<file path="config.mk">
export PLATFORM = sky130hd
export DESIGN_NAME = keypad_encoder
export DESIGN_NICKNAME = d
export VERILOG_FILES = /design/src/rtl/keypad_pkg.sv /design/src/rtl/row_sync.sv /design/src/rtl/keypad_encoder.sv
export SDC_FILE = /design/constraint.sdc
export NUM_CORES = 1
export LEC_CHECK = 0
export BUFFER_PORTS_ARGS = -buffer_cell sky130_fd_sc_hd__buf_2
export CORE_AREA = 10 10 114 141
export CTS_CLUSTER_SIZE = 10
export DETAILED_ROUTE_END_ITERATION = 8
export DIE_AREA = 0 0 124 151
export PLACE_DENSITY = 0.35
export SYNTH_ARGS = -nofsm -noshare
export SYNTH_HDL_FRONTEND = slang
export SYNTH_SLANG_ARGS = --single-unit
</file>
<file path="constraint.sdc">
create_clock -name hwclk -period 2.75 [get_ports hwclk]
set_clock_uncertainty 0.15 [all_clocks]
set_input_delay 0.55 -clock hwclk [delete_from_list [all_inputs] [get_ports hwclk]]
set_output_delay 0.55 -clock hwclk [all_outputs]
set_load 0.02 [all_outputs]
</file>
<file path="src/rtl/keypad_pkg.sv">
// Shared types and constants for the 4x4 keypad encoder.
package keypad_pkg;

  // Scanner/debouncer FSM states.
  typedef enum logic [2:0] {
    SCAN,
    PRESS_DB,
    HELD,
    RELEASE_DB,
    POST
  } kp_state_t;

  // Function keys decoded by the downstream lock logic.
  localparam logic [3:0] KEY_CLEAR = 4'd7;
  localparam logic [3:0] KEY_PROG  = 4'd8;
  localparam logic [3:0] KEY_LOCK  = 4'd9;

  // Key code indexed as KEY_MAP[row][col].
  localparam logic [0:3][0:3][3:0] KEY_MAP = '{
    '{4'd1,  4'd2, 4'd3,  4'd10},
    '{4'd4,  4'd5, 4'd6,  4'd11},
    '{4'd7,  4'd8, 4'd9,  4'd12},
    '{4'd14, 4'd0, 4'd15, 4'd13}
  };

  // Index of the lowest-numbered row reading low (rows are active-low).
  function automatic logic [1:0] lowest_low_row(input logic [3:0] rows);
    logic [1:0] idx;
    idx = 2'd3;
    if (!rows[2]) idx = 2'd2;
    if (!rows[1]) idx = 2'd1;
    if (!rows[0]) idx = 2'd0;
    return idx;
  endfunction

endpackage

</file>
<file path="src/rtl/row_sync.sv">
// Two-flop synchronizer for the asynchronous keypad row inputs; idles high.
module row_sync (
  input  logic       hwclk,
  input  logic       reset,
  input  logic [3:0] d,
  output logic [3:0] q
);

  logic [3:0] meta_reg;
  logic [3:0] sync_reg;

  genvar gi;
  generate
    for (gi = 0; gi < 4; gi++) begin : g_bit
      // Per-row two-stage capture; reset to the released (high) level.
      always_ff @(posedge hwclk) begin
        if (reset) begin
          meta_reg[gi] <= 1'b1;
          sync_reg[gi] <= 1'b1;
        end else begin
          meta_reg[gi] <= d[gi];
          sync_reg[gi] <= meta_reg[gi];
        end
      end
    end
  endgenerate

  assign q = sync_reg;

endmodule

</file>
<file path="src/rtl/keypad_encoder.sv">
// 4x4 matrix keypad scanner with single-key press/release debouncing.
// Produces button/bstate/readInput for the lock datapath and a press strobe.
module keypad_encoder
  import keypad_pkg::*;
#(
  parameter int SCAN_DIV        = 1200,
  parameter int DEBOUNCE_CYCLES = 240000,
  parameter int POST_HOLD       = 4
) (
  input  logic       hwclk,
  input  logic       reset,
  input  logic [3:0] row_in,
  output logic [3:0] col_out,
  output logic [3:0] button,
  output logic       bstate,
  output logic       readInput,
  output logic       key_strobe
);

  localparam int SCAN_W = $clog2(SCAN_DIV) + 1;
  localparam int DB_W   = $clog2(DEBOUNCE_CYCLES) + 1;
  localparam int POST_W = $clog2(POST_HOLD) + 1;

  localparam logic [SCAN_W-1:0] SCAN_LAST = SCAN_W'(SCAN_DIV - 1);
  localparam logic [DB_W-1:0]   DB_LAST   = DB_W'(DEBOUNCE_CYCLES - 1);
  localparam logic [POST_W-1:0] POST_LAST = POST_W'(POST_HOLD - 1);

  logic [3:0]        row_s;
  kp_state_t         state_reg;
  logic [SCAN_W-1:0] scan_cnt_reg;
  logic [DB_W-1:0]   db_cnt_reg;
  logic [POST_W-1:0] post_cnt_reg;
  logic [1:0]        col_idx_reg;
  logic [3:0]        col_out_reg;
  logic [1:0]        lat_row_reg;
  logic [1:0]        lat_col_reg;
  logic [3:0]        button_reg;
  logic              bstate_reg;
  logic              read_reg;
  logic              strobe_reg;
  logic              lat_row_high;

  row_sync u_row_sync (
    .hwclk (hwclk),
    .reset (reset),
    .d     (row_in),
    .q     (row_s)
  );

  // Only the latched key's row matters once a key has been picked.
  assign lat_row_high = row_s[lat_row_reg];

  // Scan, debounce and output sequencing. Counters stop at their terminal
  // value, so they can never wrap. Leaving PRESS_DB or POST resumes
  // scanning at the column after the frozen one.
  always_ff @(posedge hwclk) begin
    if (reset) begin
      state_reg    <= SCAN;
      scan_cnt_reg <= '0;
      db_cnt_reg   <= '0;
      post_cnt_reg <= '0;
      col_idx_reg  <= 2'd0;
      col_out_reg  <= 4'b1110;
      lat_row_reg  <= 2'd0;
      lat_col_reg  <= 2'd0;
      button_reg   <= 4'd0;
      bstate_reg   <= 1'b0;
      read_reg     <= 1'b0;
      strobe_reg   <= 1'b0;
    end else begin
      strobe_reg <= 1'b0;
      case (state_reg)
        SCAN: begin
          if (scan_cnt_reg == SCAN_LAST) begin
            scan_cnt_reg <= '0;
            if (row_s != 4'hF) begin
              lat_row_reg <= lowest_low_row(row_s);
              lat_col_reg <= col_idx_reg;
              db_cnt_reg  <= '0;
              state_reg   <= PRESS_DB;
            end else begin
              col_idx_reg <= col_idx_reg + 2'd1;
              col_out_reg <= {col_out_reg[2:0], col_out_reg[3]};
            end
          end else begin
            scan_cnt_reg <= scan_cnt_reg + 1'b1;
          end
        end
        PRESS_DB: begin
          if (lat_row_high) begin
            scan_cnt_reg <= '0;
            col_idx_reg  <= col_idx_reg + 2'd1;
            col_out_reg  <= {col_out_reg[2:0], col_out_reg[3]};
            state_reg    <= SCAN;
          end else if (db_cnt_reg == DB_LAST) begin
            button_reg <= KEY_MAP[lat_row_reg][lat_col_reg];
            bstate_reg <= 1'b1;
            read_reg   <= 1'b1;
            strobe_reg <= 1'b1;
            state_reg  <= HELD;
          end else begin
            db_cnt_reg <= db_cnt_reg + 1'b1;
          end
        end
        HELD: begin
          if (lat_row_high) begin
            db_cnt_reg <= '0;
            state_reg  <= RELEASE_DB;
          end
        end
        RELEASE_DB: begin
          if (!lat_row_high) begin
            state_reg <= HELD;
          end else if (db_cnt_reg == DB_LAST) begin
            bstate_reg   <= 1'b0;
            post_cnt_reg <= '0;
            state_reg    <= POST;
          end else begin
            db_cnt_reg <= db_cnt_reg + 1'b1;
          end
        end
        POST: begin
          if (post_cnt_reg == POST_LAST) begin
            read_reg     <= 1'b0;
            scan_cnt_reg <= '0;
            col_idx_reg  <= col_idx_reg + 2'd1;
            col_out_reg  <= {col_out_reg[2:0], col_out_reg[3]};
            state_reg    <= SCAN;
          end else begin
            post_cnt_reg <= post_cnt_reg + 1'b1;
          end
        end
        default: state_reg <= SCAN;
      endcase
    end
  end

  assign col_out    = col_out_reg;
  assign button     = button_reg;
  assign bstate     = bstate_reg;
  assign readInput  = read_reg;
  assign key_strobe = strobe_reg;

endmodule

</file>
After elaboration in Yosys (flattened, before gate mapping):

Cells that the tools add are included.

* flip-flop bits (word level): 62
* bits of input ports: 6
* output and inout bits: 11
* word-level logic and storage cells: 121

* add/sub/neg operators: 4
* magnitude comparators: 3
* eq/ne operators: 21
* multiplexer cells: 53
* bitwise gates (word level): 4
* reductions and logical operators: 16

Operators by type and width (count)
* $mux W19: 6
* $pmux W19 S4: 1
* $mux W12: 3
* $pmux W12 S3: 1
* $mux W3: 11
* $bmux W16 S2: 1
* $mux W16: 2
* $mux W4: 6
* $ne A2 B2 Y1 const B: 11
* $add A19 B1 Y19 const B: 1
* $eq A19 B18 Y1 const B: 1
* $pmux W3 S5: 1
* $add A12 B1 Y12 const B: 1
* $eq A12 B11 Y1 const B: 1
* $mux W2: 6
* $pmux W4 S3: 1
* $reduce_and A6 Y1: 2
* $reduce_and A5 Y1: 2
* $eq A3 B2 Y1 const B: 3
* $reduce_and A3 Y1: 3
* $bmux W4 S2: 1
* $mux W1: 8
* $reduce_and A4 Y1: 2
* $ge A3 B3 Y1 const B: 2
* other kinds (18): 24

Depth between registers and ports, before layout:

* depth after elaboration: 7
* mapped depth: 8
* depth with buffers taken out: 7

Hierarchy:

Synthesis repeated with hierarchy kept, for this count alone.

* cells, all modules: 359
* area total of the unflattened synthesis: 3014.1 um^2

By module, submodules not included
* keypad_encoder: times used 1, cells an instance 343, area each 2803.9 um^2, seq. area each 1081.0 um^2
* row_sync: times used 1, cells an instance 16, area each 210.2 um^2, seq. area each 160.2 um^2

Worst setup path after synthesis:

No wires, ideal clock.

* kind: register to register
* start point: register lat_row_reg[1]
* end point: register db_cnt_reg[7]
* library setup time: 0.088 ns
* arrival: 1.945 ns
* required time: 2.512 ns
* slack: 0.567 ns
* cell stages (with the launch flop): 8
* path buffers: 2
* path through: dfxtp_1 -> buf_6 -> mux4_2 -> buf_6 -> xnor2_4 -> a211oi_1 -> a41oi_1 -> a311oi_2

* word-level cells in the longest chain between the ends: 4
* elaborated cells between the ends (all ways): 6
* those cells by class: eq/ne (3); mux (2); reduce/logical (1)

Ends and longest elaborated chain
* start, declared: RTL line keypad_encoder.sv:35 `logic [1:0] lat_row_reg;`
* start signal, assigned: RTL line keypad_encoder.sv:77 `lat_row_reg <= lowest_low_row(row_s);`
* $bmux W1 S2 *: RTL line keypad_encoder.sv:51 `assign lat_row_high = row_s[lat_row_reg];`
* $mux W1 (not written as such) *: RTL line keypad_encoder.sv:51
* $ne A2 B2 Y1 (no source line)
* $reduce_and A6 Y1 (no source line) *
* end signal, assigned: RTL line keypad_encoder.sv:102 `db_cnt_reg <= db_cnt_reg + 1'b1;`
* end signal, assigned: RTL line keypad_encoder.sv:119 `db_cnt_reg <= db_cnt_reg + 1'b1;`
* end, declared: RTL line keypad_encoder.sv:31 `logic [DB_W-1:0] db_cnt_reg;`

Every way passes the cells marked *; elsewhere a longest branch is shown, timed or not. The select of a mux whose other input is x is not followed.
A chain may end at the register's enable or synchronous reset.

Worst setup path in the final report:

* start point: register lat_row_reg[1]
* end point: register db_cnt_reg[14]

Same word-level chain as after synthesis.

==> results.md <==
- Crit path buffers/inverters: 0
- Main synth FF type: dfxtp_1
- Met2 wire length: 4.31 mm
- Setup TNS: 0 ps
- Synthesized instance count: 356
- DRT iter0 DRCs: 134
- Die width: 124 um
- Global-route wire length before repair: 14.6 mm
- Hold Startpoint: u_row_sync.meta_reg[2]
- Met3 Wirelength: between 200 and 250 um
- CTS sink count: 62
- CTS clk-pin slew, worst paths: 50 ps
- Crit end category: flop
- Inst Count DP: 541
- Final Worst Setup Slack: 274 ps
- Worst Setup Start Kind: flop
- FILL cells: ~1400
- Peak supply drop: 290 uV
- DR top layer: met4
- Status: finished, final reports clean
- CTS H-tree depth: 3
- Hold slack: 256 ps
- Fmax: 404 MHz
- Final Hold Viols: 0
- Port-buffer cells: 16
- RR Startpoint: lat_row_reg[1]
- Vias per inst: about 4.8
- Commonest non-fill, non-tap cell in the layout: dfxtp_1
- Kind of critical path: flop to flop
- Yosys reg bits: 62
- Post-CTS Setup Bufs: 0
- Post-synth EDFFs: 0
- Syn_nets: 366
- Sequential cell area: 0.00124 mm2
- TritonRoute pass-1 iters: 4
- Global placement routability congestion: 0.736
- Crit-path max cell delay: about 720 ps
- Post-route ant nets: 0
- Critical path arrival: 2540 ps
- Multi-input logic area: 0.00183 mm2
- Ys async rst share: 0%
- Yosys warnings: 0
- Die height: 151 um
- Final Critical Period: 2480 ps
- DP HPWL: 6.03 mm
- Grt total ovfl: 0
- Vias in the first global route: around 2700
- Crit-path cells: mux4_2, xnor2_4, a211o_1, or3_1, o311ai_0
- Average cell area after synthesis: roughly 9.2 um2
- Clk_lat worst skew: 320 ps
- Netlist cell types: 67
- Fraction of final layout cells with drive strength greater than 1: 19.7%
- CORE AREA: 0.0132 mm2
- Initial Util: 24.6%
- Max reg flops: 19
- Leakage power: 1.26 nW
- CTS buffer count: 9
- Resized cells post-CTS: 0
- Slew @ Worst Pin: 541 ps
- CTS Hold Bufs: 0
- Required time worst endpoint: between 2000 and 3000 ps
- RSZ-0062 raised after global routing: false
- Non-Filler Instances: 556
- Top Family by Delay on Critical Path: multiplexers
- Pwr/cell area: between 500 and 600 mW/mm2
- Ant diodes: 0
- Final wirelength: 8.59 mm
- Slew Limit Fails: 0
- Sequential share of the synthesized area: 38.1%
- Area growth syn-to-layout: 17.4%
- CP startpoint: lat_row_reg[1]
- Overall power: around 2.1 mW
- Num ports: 17
- DIE AREA: 0.0187 mm2
- Pin count of the biggest net entering global routing: 32
- Final worst path period share: 90.1%
- Critical-path top delay cell: mux4_2
- Row count: 47
- Wire length on met1: 3.99 mm
- Crit-path max FO: 9
- WL per Instance: 15.5 um
- Slew HR: 63.9%
- Gr usage total: 9.88%
- Mapped Area: 0.00326 mm2
- DRC violations left: 0
- Total of max-cap violations: 0
- Worst Hold Class: flop to flop
- CTS max path bufs: 2
- Vias: 2661
- Fin nets: 391
- Root buffer cell: clkbuf_16
- CTS tree: built
- Initial antenna violation count: 0
- Final setup violation count: 0
- Most frequent cells in the layout: 62 x dfxtp_1, 37 x nor2_1, 23 x nand2_1, 16 x a21oi_1, 16 x buf_2
- Pre-CTS setup slack: 292 ps
[layout make-up]
type                       instances  area share, %
clock buffer                      12           6.71
clock inverter                     3          0.523
inverter                          14           1.37
tap                              171           5.59
timing repair buffer              32           5.56
multi-input combinational        262           47.8
sequential                        62           32.5
[power breakdown]
part	internal [mW]	total (mW)	switching (mW)
clock network	0.652	1.05	0.399
logic	0.0617	0.157	0.0958
registers	0.920	0.939	0.0187
[worst register-to-register path, cell delays in order (launching register included)]
cell and delay [ps]:
dfxtp_1 460, mux4_2 720, xnor2_4 210, a211o_1 370, or3_1 370, o311ai_0 90
[cell usage after synthesis (all sizes together) (8+ instances only)]
cell type	n	share of area, %
dfxtp	62	38
clkbuf	11	1.9
nand2b	14	2.7
nand2	23	2.6
mux2i	8	2.5
nor2	37	4.3
inv	14	1.6
xnor2	12	3.8
a311oi	8	3.1
nand3	15	2.3
o21ai	9	1.4
or2	10	2.0
a21oi	18	3.2
[routing by layer]
layer	track usage [%]	up-vias
li1	-	1358
met1	12.1	1272
met2	16.7	26
met3	2.16	5
met4	3.46	0
met5	0	-
[logic make-up (layout without fill, tap and decap cells)]
family / Yosys count / in the layout / share of synthesized area [%]
buffers and inverters: 32 / 61 / 5.80
adder cells (fa/ha/maj): 4 / 4 / 1.54
flip-flops: 62 / 62 / 38.1
AO/OA/AOI/OAI: 77 / 77 / 19.5
XOR/XNOR: 13 / 13 / 4.07
AND/OR/NAND/NOR: 159 / 159 / 27.8
multiplexers: 9 / 9 / 3.15
[metrics by stage]
| stage | instance area [um2] | utilization [%] |
|---|---|---|
| global route | 3820 | 28.9 |
| floorplan | 3260 | - |
| CTS | 3820 | 28.9 |
| detailed placement | 3550 | 26.8 |
| global placement | 3550 | 26.8 |
| finish | 3820 | 28.9 |
[worst paths after layout]
check                    endpoint  slack, ps  cells after the start
setup reg to reg   db_cnt_reg[14]        270                      5
hold reg to reg   u_row_sync.q[2]        260                      1
hold / removal    u_row_sync.q[2]        260                      1
setup / recovery   db_cnt_reg[14]        270                      5
Note: power is estimated with default switching activity, not from simulation.
